$ cat config.mk
export PLATFORM = sky130hd
export DESIGN_NAME = alu181_seq_ctrl
export DESIGN_NICKNAME = d
export VERILOG_FILES = /design/src/rtl/alu181_seq_ctrl.sv
export SDC_FILE = /design/constraint.sdc
export NUM_CORES = 1
export LEC_CHECK = 0
export CAP_MARGIN = 10
export CORE_UTILIZATION = 60
export CTS_CLUSTER_SIZE = 40
export DETAILED_ROUTE_END_ITERATION = 8
export DONT_BUFFER_PORTS = 1
export PLACE_DENSITY = 0.85
export SLEW_MARGIN = 20
export SYNTH_ARGS = -nofsm -noshare
export SYNTH_HDL_FRONTEND = slang
export SYNTH_SLANG_ARGS = --single-unit
$ cat constraint.sdc
create_clock -name clk -period 2.3 [get_ports clk]
set_clock_uncertainty 0.1 [all_clocks]
set_input_delay 0.575 -clock clk [delete_from_list [all_inputs] [get_ports clk]]
set_output_delay 0.575 -clock clk [all_outputs]
set_load 0.03 [all_outputs]
$ cat src/rtl/alu181_seq_ctrl.sv
//------------------------------------------------------------------------------
// alu181_seq_ctrl : nibble-serial sequencer driving one external 74x181 slice
// Revision 1.0
//------------------------------------------------------------------------------
`default_nettype none

module alu181_seq_ctrl #(
    parameter  int NIBBLES = 4,
    localparam int WIDTH   = 4 * NIBBLES
) (
    input  logic             clk,
    input  logic             rst_n,
    input  logic             start,
    input  logic [2:0]       op,
    input  logic [WIDTH-1:0] a,
    input  logic [WIDTH-1:0] b,
    output logic             busy,
    output logic             done,
    output logic [WIDTH-1:0] result,
    output logic             carry_out,
    output logic             zero,
    output logic [3:0]       alu_a,
    output logic [3:0]       alu_b,
    output logic [3:0]       alu_s,
    output logic             alu_m,
    output logic             alu_ci,
    input  logic [3:0]       alu_f,
    input  logic             alu_co
);

    localparam int IDX_W = (NIBBLES > 1) ? $clog2(NIBBLES) : 1;

    localparam logic [2:0] C_OP_ADD  = 3'b000;
    localparam logic [2:0] C_OP_SUB  = 3'b001;
    localparam logic [2:0] C_OP_AND  = 3'b010;
    localparam logic [2:0] C_OP_OR   = 3'b011;
    localparam logic [2:0] C_OP_XOR  = 3'b100;
    localparam logic [2:0] C_OP_NOTA = 3'b101;
    localparam logic [2:0] C_OP_INC  = 3'b110;
    localparam logic [2:0] C_OP_PASS = 3'b111;

    typedef enum logic [1:0] {
        S_IDLE = 2'd0,
        S_RUN  = 2'd1,
        S_DONE = 2'd2
    } state_t;

    state_t             state_q, state_d;
    logic [WIDTH-1:0]   a_q, a_d;
    logic [WIDTH-1:0]   b_q, b_d;
    logic [2:0]         op_q, op_d;
    logic [IDX_W-1:0]   idx_q, idx_d;
    logic               carry_q, carry_d;
    logic [WIDTH-1:0]   acc_q, acc_d;
    logic [WIDTH-1:0]   result_q, result_d;
    logic               carry_out_q, carry_out_d;
    logic               zero_q, zero_d;

    logic               w_is_arith;
    logic               w_cn0;

    assign w_is_arith = (op_q == C_OP_ADD) || (op_q == C_OP_SUB) || (op_q == C_OP_INC);

    always_comb begin
        state_d     = state_q;
        a_d         = a_q;
        b_d         = b_q;
        op_d        = op_q;
        idx_d       = idx_q;
        carry_d     = carry_q;
        acc_d       = acc_q;
        result_d    = result_q;
        carry_out_d = carry_out_q;
        zero_d      = zero_q;
        case (state_q)
            S_IDLE, S_DONE: begin
                if (start) begin
                    state_d = S_RUN;
                    a_d     = a;
                    b_d     = b;
                    op_d    = op;
                    idx_d   = '0;
                end else begin
                    state_d = S_IDLE;
                end
            end
            S_RUN: begin
                // Slice output enters at the top so nibble 0 ends up at the bottom.
                acc_d   = {alu_f, acc_q[WIDTH-1:4]};
                carry_d = alu_co;
                idx_d   = idx_q + 1'b1;
                if (idx_q == IDX_W'(NIBBLES - 1)) begin
                    state_d     = S_DONE;
                    result_d    = acc_d;
                    carry_out_d = w_is_arith ? ~alu_co : 1'b0;
                    zero_d      = (acc_d == '0);
                end
            end
            default: state_d = S_IDLE;
        endcase
    end

    always_comb begin
        alu_a  = 4'h0;
        alu_b  = 4'h0;
        alu_s  = 4'b0000;
        alu_m  = 1'b1;
        alu_ci = 1'b1;
        w_cn0  = 1'b1;
        if (state_q == S_RUN) begin
            alu_a = a_q[{idx_q, 2'b00} +: 4];
            alu_b = b_q[{idx_q, 2'b00} +: 4];
            case (op_q)
                C_OP_ADD:  begin alu_s = 4'b1001; alu_m = 1'b0; w_cn0 = 1'b1; end
                C_OP_SUB:  begin alu_s = 4'b0110; alu_m = 1'b0; w_cn0 = 1'b0; end
                C_OP_INC:  begin alu_s = 4'b0000; alu_m = 1'b0; w_cn0 = 1'b0; end
                C_OP_AND:  alu_s = 4'b1011;
                C_OP_OR:   alu_s = 4'b1110;
                C_OP_XOR:  alu_s = 4'b0110;
                C_OP_NOTA: alu_s = 4'b0000;
                C_OP_PASS: alu_s = 4'b1010;
                default:   alu_s = 4'b0000;
            endcase
            if (idx_q == '0)
                alu_ci = w_cn0;
            else
                alu_ci = w_is_arith ? carry_q : 1'b1;
        end
    end

    always_ff @(posedge clk) begin
        if (!rst_n) begin
            state_q     <= S_IDLE;
            a_q         <= '0;
            b_q         <= '0;
            op_q        <= '0;
            idx_q       <= '0;
            carry_q     <= 1'b0;
            acc_q       <= '0;
            result_q    <= '0;
            carry_out_q <= 1'b0;
            zero_q      <= 1'b0;
        end else begin
            state_q     <= state_d;
            a_q         <= a_d;
            b_q         <= b_d;
            op_q        <= op_d;
            idx_q       <= idx_d;
            carry_q     <= carry_d;
            acc_q       <= acc_d;
            result_q    <= result_d;
            carry_out_q <= carry_out_d;
            zero_q      <= zero_d;
        end
    end

    assign busy      = (state_q == S_RUN);
    assign done      = (state_q == S_DONE);
    assign result    = result_q;
    assign carry_out = carry_out_q;
    assign zero      = zero_q;

endmodule

`default_nettype wire

==> metrics <==
most frequent cell after synthesis nand2_1; Synth area leader dfxtp_1; Synth cell types 31; first-pass GRT wire length 10,200 um; Synth top cells by count 133 x nand2_1, 70 x dfxtp_1, 45 x a21boi_1, 21 x a21boi_0, 10 x buf_2; CP most frequent cell buf_6; multi-input logic area 1500 um^2; minimum clock period 2.31 ns; final worst slack -0.00793 ns; Crit. End Element primary output; worst-case reg-to-reg path depth 6; Post-synth EDFFs 0; syn nets approximately 400; core area 4820 um^2; Nets 407; worst-path cell chain buf_6 > mux4_2 > and2_4 > buf_6; Post-synth top flop dfxtp_1; final WL 6300 um; post-DP HPWL 4260 um; worst path required time 1.62 ns; DR iter-0 viols 157; Syn-to-layout area delta 11.3%; global route total overflow 0; CTS tree done; initial core utilization 63.5%; reg2reg setup slack 0.45 ns; Worst path max stage delay 0.51 ns; Synth top area share 45.8%; FILL cells 407; WP data arrival 1.63 ns; Finish-stage setup viols 2; sequential cell area fraction in the yosys report 45.8%; CTS Buffer Depth 2; leakage 1.27 nW; period utilization 100%; RSZ-0062 raised after global routing true; vias in the first global route 2,222; Pwr Total 0.00244 W; Final Hold Viols 0; Vias/cell 5.36; fraction of layout cells with a size suffix above 1 between 15 and 20%; fin area 3400 um^2; initial antenna violation count 0; failing checks negative setup slack; Reg area about 1400 um^2; critical path's top delay family multiplexers; row cnt 25; Die X about 73 um; PwrDens 719 nW/um^2; #FFs+latches synth 70; gr usage total 25.2%; first-pass iteration count of the detailed router 4; port buffer count 0; root buf cell clkbuf_8; Synth area leaders dfxtp_1 46%, nand2_1 16%, a21boi_1 11%, mux4_2 5.9%, a21boi_0 5.2%; Worst-Margin Slew roughly 0.63 ns; H-tree depth 3; Routed Antenna Nets 0; # DRC 0; I/O pins 77; placed cell area approximately 3200 um^2; max_cap viols 0; Max IR drop VDD 0.523 mV; outcome finished, violations left; maximum fanout along the worst path 6; CTS Buf Count 9; wire length per cell ~15 um; syn avg cell area 8.63 um^2; ys async rst share 0%; Fmax 433 MHz; Vias roughly 2,300; Critical Path Start Type flip-flop; n_diodes 0; yosys warns 0; class of the worst hold path in2reg; die height about 73 um; Slew Viols, Final 0; Rel. slew slack 58.3%; CTS Sinks 70; Final Wtd Congestion 0.789; hold buffer count at CTS 0; Hold Path Depth 2; Levels on crit path 4; pin count of the biggest net entering global routing 71; clock slew at reported path FFs 0.07 ns; CP bufs+invs 2; Slowest-stage cell, CP mux4_2; Worst-Skew Late Latency between 0.3 and 0.4 ns; die area between 5000 and 6000 um^2; critical path class reg2out; synthesized area 3060 um^2; Cells after Synth 354
[worst paths after layout]
kind              startpoint  endpoint
hold reg to reg       b_q[0]    b_q[0]
hold / removal         b[11]   b_q[11]
setup / recovery    idx_q[0]  alu_b[0]
setup reg to reg    idx_q[0]      zero
[through the flow]
stage | setup WS, ns | util, % | hold WS [ns] | cells | setup TNS (ns)
2_1_floorplan | 0.313 | - | 0.332 | 354 | 0
3_3_place_gp | 0.324 | 65.5 | 0.337 | 417 | 0
3_5_place_dp | 0.304 | 65.5 | 0.345 | 417 | 0
4_1_cts | -0.00971 | 70.1 | 0.249 | 432 | -0.0148
5_1_grt | -0.0631 | 70.6 | 0.257 | 432 | -0.346
6_report | -0.00793 | 70.6 | 0.268 | 432 | -0.0100
[kinds of logic (layout without fill, tap and decap cells)]
kind of cell             count (synthesis)  after routing  synth area share, %
adder cells (fa/ha/maj)                  2              2                0.819
multiplexers                             8              8                 5.89
AO/OA/AOI/OAI                           74             74                 17.8
buffers and inverters                   32             43                 6.18
XOR/XNOR                                 1              1                0.287
flip-flops                              70             70                 45.8
AND/OR/NAND/NOR                        167            167                 23.1
[repair_timing]
| item | CTS | global route |
|---|---|---|
| resized for setup | 13 | 7 |
| endpoints found under the setup margin | 8 | 9 |
| endpoints found under the hold margin | 0 | 0 |
| buffers inserted | 1 | 0 |
| pin swaps | 0 | 0 |
[cells in the final DEF (no fill, tap or decap), types with 2 or more instances in the layout]
master / count
nand2_1: 133
dfxtp_1: 69
a21boi_1: 45
a21boi_0: 21
clkbuf_8: 12
buf_4: 12
buf_6: 10
mux4_2: 8
and2_4: 8
inv_1: 5
nor2_1: 5
nor4_1: 4
nand3b_1: 3
o21ai_0: 3
nand2b_1: 2
a21oi_1: 2
nor3_1: 2
nand3_1: 2
ha_1: 2
[per-layer routing]
layer,GRT usage (%),share of wire [%]
met5,0,0
met4,14.1,2.3
met3,6.86,5.6
met2,39.4,48
met1,31.7,44
[cell type report]
class	count	area share, %
clock buffers	13	4.97
clock inverters	1	0.147
inverters	6	0.662
multi-input cells	252	44.0
flip-flops and latches	70	41.2
well taps	67	2.47
repair buffers	23	6.55
[sequential cells by signal, summed over array words and instances, names as in the netlist]
name and cells:
a_q 16, acc_q 12, b_q 16, carry_out 1, carry_q 1, idx_q 2, op_q 3, result 16
state_q 2, zero 1
[worst register-to-register path: stages (launching register included)]
cell     delay [ns]
dfxtp_2        0.35
buf_6          0.13
buf_4          0.11
ha_1           0.20
and3b_1        0.59
nand2_1        0.14
o21ai_0        0.17
[power by group]
| group | switching, W | internal (W) |
|---|---|---|
| Combinational | 0.000147 | 0.000125 |
| Sequential | 0.0000367 | 0.00126 |
| Clock | 0.000408 | 0.000467 |
| Total | 0.000592 | 0.00185 |
Power figures use the tool's default switching activity.
==> edit: new RTL, same flow settings <==
Re-encode `state_t` (3 states) as one-hot, 3 bits wide.
--- a/src/rtl/alu181_seq_ctrl.sv
+++ b/src/rtl/alu181_seq_ctrl.sv
@@ -39,10 +39,10 @@
     localparam logic [2:0] C_OP_INC  = 3'b110;
     localparam logic [2:0] C_OP_PASS = 3'b111;
 
-    typedef enum logic [1:0] {
-        S_IDLE = 2'd0,
-        S_RUN  = 2'd1,
-        S_DONE = 2'd2
+    typedef enum logic [2:0] {
+        S_IDLE = 3'b001,
+        S_RUN  = 3'b010,
+        S_DONE = 3'b100
     } state_t;
 
     state_t             state_q, state_d;
Behaviour: same outputs for any inputs over 10 cycles, from zero or initial values and one cycle with rst_n low; not proved beyond that.
==> edit against the original RTL <==
  * Clock power is 4.6% higher
  * Worst setup slack better by 0.014 ns
  * Hold slack got worse by 0.035 ns
  * Power is 0.76% lower
  * Sequential cell count increased by 1
  * Routed wire length is 12% higher
  * Cell area increased by 6.3%
  * Via count rose by 14%
  * Synthesized area grew 7.5%
  * Highest routed layer unchanged
==> edit: results (changes against the original RTL) <==
* Clk pwr at 0.000915 W (+4.6%)
* Syn_area_per_cell at 9.01 sq um (+4.3%)
* Switching Share at 23.6% (-0.60 points)
* Filler cells at 392 (-3.7%)
* Placed Instance Area at 3360 sq um (+6.4%)
* CP top delay family: multiplexers
* Pre-antenna DRT Iters at 4 (unchanged)
* Slowest CP cell: mux4_2
* R2r endpoint: result[15]$_SDFFE_PN0P_
* Vias in the first global route at 2457 (+11%)
* Worst setup margin at 0.00588 ns (+0.0138 ns)
* Crit path arrival time at 1.62 ns
* Dpl cells at 428 (+2.6%)
* Post-synthesis sequential area ratio at 43.2% (-2.6 points)
* Share of post-route cells with drive strength above 1 at 18.2% (+2.6 points)
* Crit path to: alu_b[1]
* Largest cells by area after synthesis: dfxtp_1 (43%), a21boi_1 (7.8%), a21boi_0 (7.1%), nand2_1 (7.0%), o21ai_0 (5.9%)
* M1 GR Usage at 35.9% (+4.2 points)
* WL final at 7060 um (+12%)
* HPWL Detailed at 4620 um (+8.3%)
* Pleak at 1.29 nW (+1.5%)
* Synth top cells by count: dfxtp_1 (71), nand2_1 (61), o21ai_0 (39)
* Async S/R FF share, synth at 0% (unchanged)
* Setup WS pre-CTS at 0.266 ns (-0.0376 ns)
* Post-synthesis net count at 410 (+2.8%)
* Clock power share at 37.7% (+1.9 points)
* WL met2 at 3240 um (+7.5%)
* H-tree Lvls at 3 (unchanged)
* Setup slack, reg-to-reg at 0.63 ns (+0.18 ns)
* Reg2reg path depth at 5 (-1)
* M1 WL at 3140 um (+13%)
* Crit Path Max Fanout at 7 (+1)
* Top_reg_cell synth: dfxtp_1
* Slew margin rel. at 74.5% (+16 points)
* Peak VDD IR at 541 uV (+3.3%)
* Met3 wire len at 510 um (+44%)
* Worst Setup SP: idx_q[0]$_SDFFE_PN0P_
* Synth unique cells at 36 (+16%)
* Reg-to-Reg Start: idx_q[1]$_SDFFE_PN0P_
* First-pass GRT wire length at 11800 um (+16%)
* First DRT Iteration DRCs at 260 (+66%)
* Total vias in the final route at 2635 (+14%)
* GRT met3 Usage at 6.11% (-0.75 points)
* Ys Warns at 0 (unchanged)
* Status: finished, final reports clean
* Overall global routing resource usage at 25.9% (+0.71 points)
* Global placement routability congestion at 0.801 (+1.5%)
* Comb pwr share at 8.4% (-2.7 points)
* Fin cells at 443 (+2.5%)
* Routing usage on met2 at 38.4% (-1.0 points)
* Largest net degree at the start of global routing at 74 (+4.2%)
* Area of the multi-input gates at 1630 sq um (+9.0%)
==> edit: cell count changes after synthesis, sizes merged, moves of 2 or more <==
cell    change
inv         -2
buf         -6
nand2      -72
nand3      +34
clkbuf     +14
o21ai      +36
==> edit: repair_timing <==
action                                  in CTS  in global routing
setup buffers                                0                  0
pin swaps                                    0                  7
resized for setup                           20                  9
endpoints found under the setup margin      13                 13
==> edit: cell families (layout without fill, tap and decap cells) <==
family          count (synthesis)  after routing  synth area share (%)
simple gates                  131            131                  19.1
fa+ha+maj                       2              2                 0.761
flops                          71             71                  43.2
buf+inv                        39             47                  7.92
xor+xnor                        3              3                  1.26
compound gates                111            111                  22.2
mux                             8              8                  5.48
==> edit: layout make-up <==
| cell class | instances | share of cell area (%) |
|---|---|---|
| multi-input combinational | 255 | 45.1 |
| sequential | 71 | 39.6 |
| timing repair buffer | 27 | 7.30 |
| clock buffer | 10 | 3.53 |
| tap | 70 | 2.42 |
| clock inverter | 5 | 1.38 |
| inverter | 5 | 0.657 |
==> edit: worst min path at each step <==
| stage | start | end | slack [ns] | cells past startpoint |
|---|---|---|---|---|
| 2_1_floorplan | carry_q$_SDFFE_PN0P_ | carry_q$_SDFFE_PN0P_ | 0.34 | 2 |
| 3_3_place_gp | carry_q$_SDFFE_PN0P_ | carry_q$_SDFFE_PN0P_ | 0.34 | 2 |
| 3_5_place_dp | carry_q$_SDFFE_PN0P_ | carry_q$_SDFFE_PN0P_ | 0.35 | 2 |
| 4_1_cts | rst_n | state_q[0]$_SDFFE_PN1P_ | 0.21 | 1 |
| 5_1_grt | rst_n | state_q[0]$_SDFFE_PN1P_ | 0.23 | 1 |
| 6_report | rst_n | state_q[0]$_SDFFE_PN1P_ | 0.23 | 1 |
